## src/rtl/man_encoder_tx.sv

```systemverilog
// Manchester line encoder: valid/ready word intake, burst preamble,
// MSB-first serialisation with HALF_BIT clocks per half-bit.
module man_encoder_tx #(
  parameter int DATA_W        = 8,
  parameter int HALF_BIT      = 16,
  parameter int PREAMBLE_BITS = 4,
  parameter int CONVENTION    = 0
) (
  input  logic              clk_32Mhz,
  input  logic              rst,
  input  logic [DATA_W-1:0] tx_data,
  input  logic              tx_valid,
  output logic              tx_ready,
  output logic              encoded_data,
  output logic              tx_busy,
  output logic              tx_done
);

  localparam int HCW  = $clog2(HALF_BIT);
  localparam int MAXB = (DATA_W > PREAMBLE_BITS) ? DATA_W : PREAMBLE_BITS;
  localparam int BCW  = $clog2(MAXB + 1);

  localparam logic [HCW-1:0] HALF_LAST = HCW'(HALF_BIT - 1);
  localparam logic [BCW-1:0] DATA_LAST = BCW'(DATA_W - 1);
  localparam logic [BCW-1:0] PRE_LAST  =
    BCW'((PREAMBLE_BITS > 0) ? PREAMBLE_BITS - 1 : 0);
  localparam logic CONV = (CONVENTION != 0);

  localparam logic [1:0] S_IDLE = 2'd0;
  localparam logic [1:0] S_PRE  = 2'd1;
  localparam logic [1:0] S_DATA = 2'd2;

  logic [1:0]        state_q, state_d;
  logic [HCW-1:0]    half_q, half_d;
  logic              phase_q, phase_d;
  logic [BCW-1:0]    bit_q, bit_d;
  logic [DATA_W-1:0] shreg_q, shreg_d;
  logic              line_q, line_d;
  logic              done_q, done_d;

  logic              half_end;
  logic              bit_end;
  logic              last_data;
  logic              hs;
  logic              cur_bit;
  logic              new_first;
  logic [DATA_W-1:0] sh_next;

  // Half-level of a bit: IEEE sends ~b then b; Thomas inverts both.
  function automatic logic lvl(input logic b, input logic ph);
    return b ^ ~ph ^ CONV;
  endfunction

  assign half_end  = (half_q == HALF_LAST);
  assign bit_end   = half_end & phase_q;
  assign last_data = (state_q == S_DATA) && (bit_q == DATA_LAST) && bit_end;

  assign tx_ready = rst & ((state_q == S_IDLE) | last_data);
  assign hs       = tx_valid & tx_ready;

  assign cur_bit   = (state_q == S_PRE) ? ~bit_q[0] : shreg_q[DATA_W-1];
  assign sh_next   = shreg_q << 1;
  assign new_first = (PREAMBLE_BITS > 0) ? 1'b1 : tx_data[DATA_W-1];

  always_comb begin
    state_d = state_q;
    half_d  = half_q;
    phase_d = phase_q;
    bit_d   = bit_q;
    shreg_d = shreg_q;
    line_d  = line_q;
    done_d  = 1'b0;
    unique case (state_q)
      S_IDLE: begin
        line_d = 1'b0;
        if (hs) begin
          state_d = (PREAMBLE_BITS > 0) ? S_PRE : S_DATA;
          half_d  = '0;
          phase_d = 1'b0;
          bit_d   = '0;
          shreg_d = tx_data;
          line_d  = lvl(new_first, 1'b0);
        end
      end
      S_PRE: begin
        if (!half_end) begin
          half_d = half_q + 1'b1;
        end else begin
          half_d = '0;
          if (!phase_q) begin
            phase_d = 1'b1;
            line_d  = lvl(cur_bit, 1'b1);
          end else begin
            phase_d = 1'b0;
            if (bit_q == PRE_LAST) begin
              state_d = S_DATA;
              bit_d   = '0;
              line_d  = lvl(shreg_q[DATA_W-1], 1'b0);
            end else begin
              bit_d  = bit_q + 1'b1;
              line_d = lvl(bit_q[0], 1'b0);
            end
          end
        end
      end
      S_DATA: begin
        if (!half_end) begin
          half_d = half_q + 1'b1;
        end else begin
          half_d = '0;
          if (!phase_q) begin
            phase_d = 1'b1;
            line_d  = lvl(cur_bit, 1'b1);
          end else begin
            phase_d = 1'b0;
            if (bit_q == DATA_LAST) begin
              done_d = 1'b1;
              bit_d  = '0;
              if (hs) begin
                shreg_d = tx_data;
                line_d  = lvl(tx_data[DATA_W-1], 1'b0);
              end else begin
                state_d = S_IDLE;
                shreg_d = '0;
                line_d  = 1'b0;
              end
            end else begin
              bit_d   = bit_q + 1'b1;
              shreg_d = sh_next;
              line_d  = lvl(sh_next[DATA_W-1], 1'b0);
            end
          end
        end
      end
      default: begin
        state_d = S_IDLE;
        half_d  = '0;
        phase_d = 1'b0;
        bit_d   = '0;
        shreg_d = '0;
        line_d  = 1'b0;
      end
    endcase
  end

  always_ff @(posedge clk_32Mhz or negedge rst) begin
    if (!rst) begin
      state_q <= S_IDLE;
      half_q  <= '0;
      phase_q <= 1'b0;
      bit_q   <= '0;
      shreg_q <= '0;
      line_q  <= 1'b0;
      done_q  <= 1'b0;
    end else begin
      state_q <= state_d;
      half_q  <= half_d;
      phase_q <= phase_d;
      bit_q   <= bit_d;
      shreg_q <= shreg_d;
      line_q  <= line_d;
      done_q  <= done_d;
    end
  end

  assign encoded_data = line_q;
  assign tx_busy      = (state_q != S_IDLE);
  assign tx_done      = done_q;

endmodule
```

## config.mk

```make
export PLATFORM = sky130hd
export DESIGN_NAME = man_encoder_tx
export DESIGN_NICKNAME = d
export VERILOG_FILES = /design/src/rtl/man_encoder_tx.sv
export SDC_FILE = /design/constraint.sdc
export NUM_CORES = 1
export LEC_CHECK = 0
export BUFFER_PORTS_ARGS = -buffer_cell sky130_fd_sc_hd__buf_2
export CORE_UTILIZATION = 64
export CTS_BUF_LIST = sky130_fd_sc_hd__clkbuf_4
export DETAILED_ROUTE_END_ITERATION = 16
export PLACE_DENSITY = 0.87
export SYNTH_ARGS = -nofsm -noshare
export SYNTH_HDL_FRONTEND = slang
export SYNTH_SLANG_ARGS = --single-unit
```

## constraint.sdc

```tcl
create_clock -name clk_32Mhz -period 5.4 [get_ports clk_32Mhz]
set_input_delay 1.62 -clock clk_32Mhz [delete_from_list [all_inputs] [get_ports clk_32Mhz]]
set_output_delay 1.62 -clock clk_32Mhz [all_outputs]
set_load 0.01 [all_outputs]
```

==> results.md, run 1 <==
- Status: finished clean
- Buffer depth of the longest clock path: 2
- GR Util met3: 0.0476
- Worst path max stage delay: 0.28 ns
- Number of antenna violations at the first check in global routing: 0
- Hold crit path type: flop to flop
- Final antenna-violating net count: 0
- Chip width: 45.8 um
- Share of final-layout standard cells stronger than drive strength 1: 0.168
- Crit share post-route: 0.718
- Final Routed Wirelength: 2470 um
- Vias: 1036
- Pin count of the biggest net entering global routing: 26
- Count of standard-cell rows: 15
- Category of the most critical setup path: primary input to primary output
- Initial detailed-routing violation count: 32
- TritonCTS clock tree: yes
- Relative slew margins: 0.392
- H-Tree Depth: 1
- Gate family responsible for the most delay along the worst path: buffers and inverters
- Die ar.: 0.00209 sq mm
- GR Layer Usage met1: 0.356
- Worst-case clock skew: 0.0100 ns
- Capturing element of the worst setup path: tx_ready
- Combined flip-flop and latch cell area: 526 sq um
- Number of optimization iterations in the first detailed-route pass: 4
- Setup Viol. Count Final: 0
- Max Transition Viols Final: 0
- Max-cap violations: 0
- Vias in the first global route: 962
- Maximum frequency from static timing analysis: 258 MHz
- Final design area excluding fillers: 0.00132 sq mm
- Post-synth ARST share: 1.00
- Endpoint type of the worst setup path: primary output
- Fillers: 138
- Clock insertion delay at the later pin of the skew report: 0.32 ns
- Placed standard-cell area: 0.00130 sq mm
- Post-Synthesis Cells: 130
- Height of the die: 45.8 um
- Cell with the largest stage delay on the worst path: buf_4
- Area of the multi-input gates: 632 sq um
- Total power draw: 0.714 mW
- Number of instances resized during post-cts repair: 0
- Initial Util: 0.695
- HPWL reported at the end of detailed placement: 1750 um
- Reg-to-reg setup timing slack: 3.00 ns
- Yosys reg bits: 21
- Number of sinks on the clock net: 21
- Clock root buffer master: clkbuf_4
- Final net count: 161
- Number of hold violations in the final report: 0
- Number of warnings reported in the yosys synthesis log: 0
- DRC violation count after routing: 0
- Routing layer with the top usage in global route: met2
- Combined area of all synthesized cells: 0.00123 sq mm
- CP required: 3.78 ns
- Leading register cell type out of synthesis: dfrtp_1
- Peak supply drop: 0.352 mV
- Final Wtd Congestion: 0.757
- Number of cells on the critical path: 4
- Congestion Overflow GR: 0
- Clock slew at reported path FFs: 0.11 ns
- First-pass GRT wire length: 4170 um
- Crit-path max FO: 25
- Static leakage: 0.614 nW
- Antenna cells: 0
- Sort of element at the start of the critical path: primary input
- Setup repair after global routing missed its margin: no
- Global-route track usage on met2: 0.457
- Power density normalized to cell area: 540 mW/mm^2
- Count of buffer and inverter cells on the critical path: 3
- R2R Path End: state_q[0]
- Commonest non-fill, non-tap cell in the layout: dfrtp_1
- Start point of the worst min-delay path: state_q[1]
- EDFF count, synth: 0
- Count of unique library cells instantiated by Yosys: 38
- Number of port buffers: 14
- Cell-by-cell trace of the critical path: buf_2, buf_4, o21a_1, buf_2
- Cell count of the worst reg-to-reg path: 6
- Syn_area_per_cell: 9.43 sq um
- Number of clock buffers inserted by TritonCTS: 3
- Final Critical Period: 3.88 ns
- Io pins: 15
- Total Routing Usage GR: 0.286
- Leading cell types in the layout, fill and taps excluded: dfrtp_1 (21), buf_2 (14), nor2_1 (10), nand3_1 (9), a21oi_1 (9)
- Critical path startpoint: rst
- Buffers inserted by post-CTS timing repair: 0
- Post-CTS Hold Buffers: 0
- Register area share after synthesis: 0.429
- Smallest hold slack: 0.546 ns
- Per-cell via count in the routed design: 6.17
- Net count after synthesis: 147
- Core Area: 0.00176 sq mm
- Wire length per cell: 14.7 um
- Most used cell along the critical path: buf_2
- Synth-to-Final Area Change: 7.96%
- Slew at the pin closest to its max-slew limit: 0.911 ns
- Worst r2r src: state_q[0]
- Setup_tns: 0 ns
- Arrival time reported for the critical path endpoint: 2.26 ns
## metrics by stage
step,utilization,cells,setup slack [ns]
after global routing,0.750,168,1.46
after global placement,0.735,164,1.51
after floorplan,-,130,2.02
final,0.750,168,1.52
after detailed placement,0.735,164,1.51
after CTS,0.750,168,1.50
## cells in the mapped netlist, drive strengths merged (2+ instances only)
master	instances	share of area
a21o	3	0.018
a21oi	9	0.037
a22o	3	0.021
a22oi	8	0.049
buf	4	0.026
clkbuf	2	0.0061
dfrtp	21	0.43
ha	6	0.061
inv	8	0.024
mux2	4	0.037
nand2	8	0.024
nand3	9	0.037
nand4	2	0.010
nor2	10	0.031
nor2b	3	0.015
nor3	3	0.012
o21a	2	0.012
o21ai	7	0.029
o31ai	3	0.022
## sequential cells by signal (all words and copies together) (netlist names)
register	count
encoded_data	1
bit_q	4
state_q	2
shreg_q	8
half_q	4
tx_done	1
phase_q	1
## report_power, final
group          switching (mW)  internal (mW)  total, mW  leakage (nW)
logic                   0.228          0.149      0.377         0.327
clock network          0.0500         0.0277     0.0778        0.0177
registers              0.0444          0.215      0.259         0.270
total                   0.323          0.391      0.714         0.614
## cell families after synthesis
group | after synthesis | share of synthesized area
muxes | 4 | 0.0367
adders and majority gates | 6 | 0.0612
and+or+nand+nor | 42 | 0.169
DFF | 21 | 0.429
AOI/OAI and AO/OA | 43 | 0.248
buffers and inverters | 14 | 0.0561
## area by class of cell
class	count	area share
well taps	25	0.0236
inverters	8	0.0227
clock inverters	1	0.00378
flip-flops and latches	21	0.397
repair buffers	15	0.0586
clock buffers	3	0.0170
multi-input cells	95	0.477
## worst min path at each step
stage / end / cells past startpoint
floorplan: bit_q[1] / 2
global placement: bit_q[1] / 2
detailed placement: state_q[1] / 1
CTS: state_q[1] / 1
global route: state_q[1] / 1
finish: state_q[1] / 1
## metal layers
metal	up-vias	part of all wire
met3	10	0.033
met5	-	0
li1	500	-
met2	27	0.49
met4	0	0.030
met1	499	0.44
(Power assumes the default switching activity.)
==> inputs of run 2 (changes only) <==
--- a/config.mk
+++ b/config.mk
@@ -6,10 +6,10 @@
 export NUM_CORES = 1
 export LEC_CHECK = 0
 export BUFFER_PORTS_ARGS = -buffer_cell sky130_fd_sc_hd__buf_2
-export CORE_UTILIZATION = 64
+export CORE_UTILIZATION = 59
 export CTS_BUF_LIST = sky130_fd_sc_hd__clkbuf_4
 export DETAILED_ROUTE_END_ITERATION = 16
-export PLACE_DENSITY = 0.87
+export PLACE_DENSITY = 0.81
 export SYNTH_ARGS = -nofsm -noshare
 export SYNTH_HDL_FRONTEND = slang
 export SYNTH_SLANG_ARGS = --single-unit
==> constraint.sdc (replaced) <==
create_clock -name clk_32Mhz -period 3.9 [get_ports clk_32Mhz]
set_input_delay 1.17 -clock clk_32Mhz [delete_from_list [all_inputs] [get_ports clk_32Mhz]]
set_output_delay 1.17 -clock clk_32Mhz [all_outputs]
set_load 0.01 [all_outputs]
==> run 2 against run 1 <==
  * Via count rose by 0.58%
  * Critical path depth is 1 higher
  * Count of clock-buffer cells in the layout did not move
  * Sequential power up 38%
  * Highest routed layer unchanged
  * First-iteration DRC count grew 9.4%
  * Global-route usage is 2.3 points lower
  * Non-clock buffer count grew 2
  * Utilization fell by 6.7 points
  * Total power up 41%
  * Die area up 8.1%
  * Flip-flop and latch count stayed put
  * Cell area grew 1.3%
==> results.md, run 2 (synthesis gave the netlist of run 1 again) <==
- Status: finished clean
- Height of the die: 47.6 um (+4.0%)
- Max FFs per register: 8 (unchanged)
- Relative slew margins: 0.588 (+0.196)
- Final antenna-violating net count: 0 (unchanged)
- Final net count: 163 (+1.2%)
- Buffer depth of the longest clock path: 2 (unchanged)
- Initial Util: 0.625 (-0.0700)
- H-Tree Depth: 1 (unchanged)
- Io pins: 15 (unchanged)
- Crit share post-route: 0.776
- Crit-path max FO: 5 (-80%)
- Number of sinks on the clock net: 21 (unchanged)
- Total Routing Usage GR: 0.263 (-0.0233)
- Peak supply drop: 0.431 mV (+22%)
- Max Transition Viols Final: 0 (unchanged)
- Setup Slack @ Placement: 1.16 ns (-0.347 ns)
- Endpoint type of the worst setup path: primary output
- Fillers: 172 (+25%)
- Clock insertion delay at the later pin of the skew report: 0.30 ns (-0.02 ns)
- Vias: 1042 (+0.58%)
- Clock slew at reported path FFs: 0.12 ns (about the same)
- HPWL reported at the end of detailed placement: 1890 um (+8.1%)
- Sort of element at the start of the critical path: flop
- Die ar.: 0.00226 sq mm (+8.1%)
- Arrival time reported for the critical path endpoint: 1.86 ns (-0.40 ns)
- Final Routed Wirelength: 2530 um (+2.1%)
- Per-cell via count in the routed design: 6.06 (-1.8%)
- Top reg by flops: shreg_q
- Leading cell types in the layout, fill and taps excluded: dfrtp_1 (21), buf_2 (14), nor2_1 (10), nand3_1 (9), a21oi_1 (9)
- Vias in the first global route: 950 (-1.2%)
- Maximum frequency from static timing analysis: 330 MHz
- Number of port buffers: 14 (unchanged)
- Number of hold violations in the final report: 0 (unchanged)
- Max-cap violations: 0 (unchanged)
- Setup_tns: 0 ns (unchanged)
- Number of clock buffers inserted by TritonCTS: 3 (unchanged)
- Largest regs: shreg_q (8), bit_q (4), half_q (4)
- Post-CTS Hold Buffers: 0 (unchanged)
- Pin count of the biggest net entering global routing: 25 (-3.8%)
- First-pass GRT wire length: 4060 um (-2.6%)
- Antenna cells: 0 (unchanged)
- Global-route track usage on met2: 0.433 (-0.0243)
- Slew at the pin closest to its max-slew limit: 0.615 ns (-0.296 ns)
- PnR worst setup slack: 0.874 ns (-0.646 ns)
- Worst-case clock skew: 0.00239 ns (-0.00764 ns)
- Buffers inserted by post-CTS timing repair: 0 (unchanged)
- Final Critical Period: 3.03 ns
- Core Area: 0.00196 sq mm (+11%)
- Routing layer with the top usage in global route: met2
- Share of final-layout standard cells stronger than drive strength 1: 0.179 (+0.0115)
- Share of the core filled with cells: 0.684 (-0.0667)
- Setup Viol. Count Final: 0 (unchanged)
- Setup repair after global routing missed its margin: no
- Area of the multi-input gates: 632 sq um (unchanged)
- Number of optimization iterations in the first detailed-route pass: 5 (+1)
- Combined flip-flop and latch cell area: 526 sq um (unchanged)
- Clock root buffer master: clkbuf_4
- GR Util met3: 0.0566 (+0.00898)
- TritonCTS clock tree: yes
- Synth-to-Final Area Change: 9.39%
- Number of instances resized during post-cts repair: 0 (unchanged)
- Commonest non-fill, non-tap cell in the layout: dfrtp_1
- Count of standard-cell rows: 16 (+1)
- Wire length per cell: 14.7 um (-0.31%)
- Chip width: 47.6 um (+4.0%)
- Number of antenna violations at the first check in global routing: 0 (unchanged)
- GR Layer Usage met1: 0.329 (-0.0269)
- Static leakage: 0.624 nW (+1.6%)
- CP required: 2.73 ns (-1.05 ns)
- Congestion Overflow GR: 0 (unchanged)
- Power density normalized to cell area: 751 mW/mm^2 (+39%)
- Final Wtd Congestion: 0.821 (+8.4%)
- Initial detailed-routing violation count: 35 (+9.4%)
- Category of the most critical setup path: flop to primary output
- DRC violation count after routing: 0 (unchanged)
- Hold crit path type: flop to flop
run 2: changes by cell type in the layout (fill, tap and decap cells not counted):
cell,change
buf_4,+2
run 2: metal layers:
metal	routed length (um)	vias to the layer above	share of wire
met5	0	-	0
met4	38	0	0.015
met3	101	7	0.040
met2	1250	27	0.50
met1	1130	500	0.45
li1	-	508	-
run 2: worst paths after layout:
check                      slack (ns)        from          to  cells past startpoint
max reg2reg                      1.68  state_q[0]  state_q[0]                      6
max in group asynchronous        2.83         rst  state_q[1]                      2
min                              0.54    bit_q[1]    bit_q[1]                      2
min reg2reg                      0.54    bit_q[1]    bit_q[1]                      2
min in group asynchronous        0.84         rst   half_q[0]                      2
max                              0.87   half_q[0]    tx_ready                      5
run 2: area by class of cell:
cell class / count / area share
multi-input cells: 95 / 0.471
clock buffers: 3 / 0.0168
flip-flops and latches: 21 / 0.392
repair buffers: 17 / 0.0690
well taps: 27 / 0.0252
clock inverters: 1 / 0.00373
inverters: 8 / 0.0224
run 2: per-stage QoR:
| step | area (sq um) | instances | hold slack [ns] | power (mW) |
|---|---|---|---|---|
| 6_report | 1340 | 172 | 0.543 | 1.01 |
| 5_1_grt | 1340 | 172 | 0.575 | 1.09 |
| 4_1_cts | 1340 | 172 | 0.543 | 1.01 |
| 3_5_place_dp | 1310 | 168 | 0.516 | 0.905 |
| 3_3_place_gp | 1310 | 168 | 0.508 | 0.868 |
| 2_1_floorplan | 1230 | 130 | 0.472 | 0.791 |
run 2: where the power goes:
group / internal (mW) / switching [mW]
registers: 0.297 / 0.0606
logic: 0.222 / 0.321
clock network: 0.0383 / 0.0679
run 2: critical path, stage by stage, from the launching register on:
cell     delay, ns
dfrtp_1       0.44
ha_1          0.24
nand4_1       0.25
nor3_1        0.35
o21a_1        0.14
buf_2         0.12
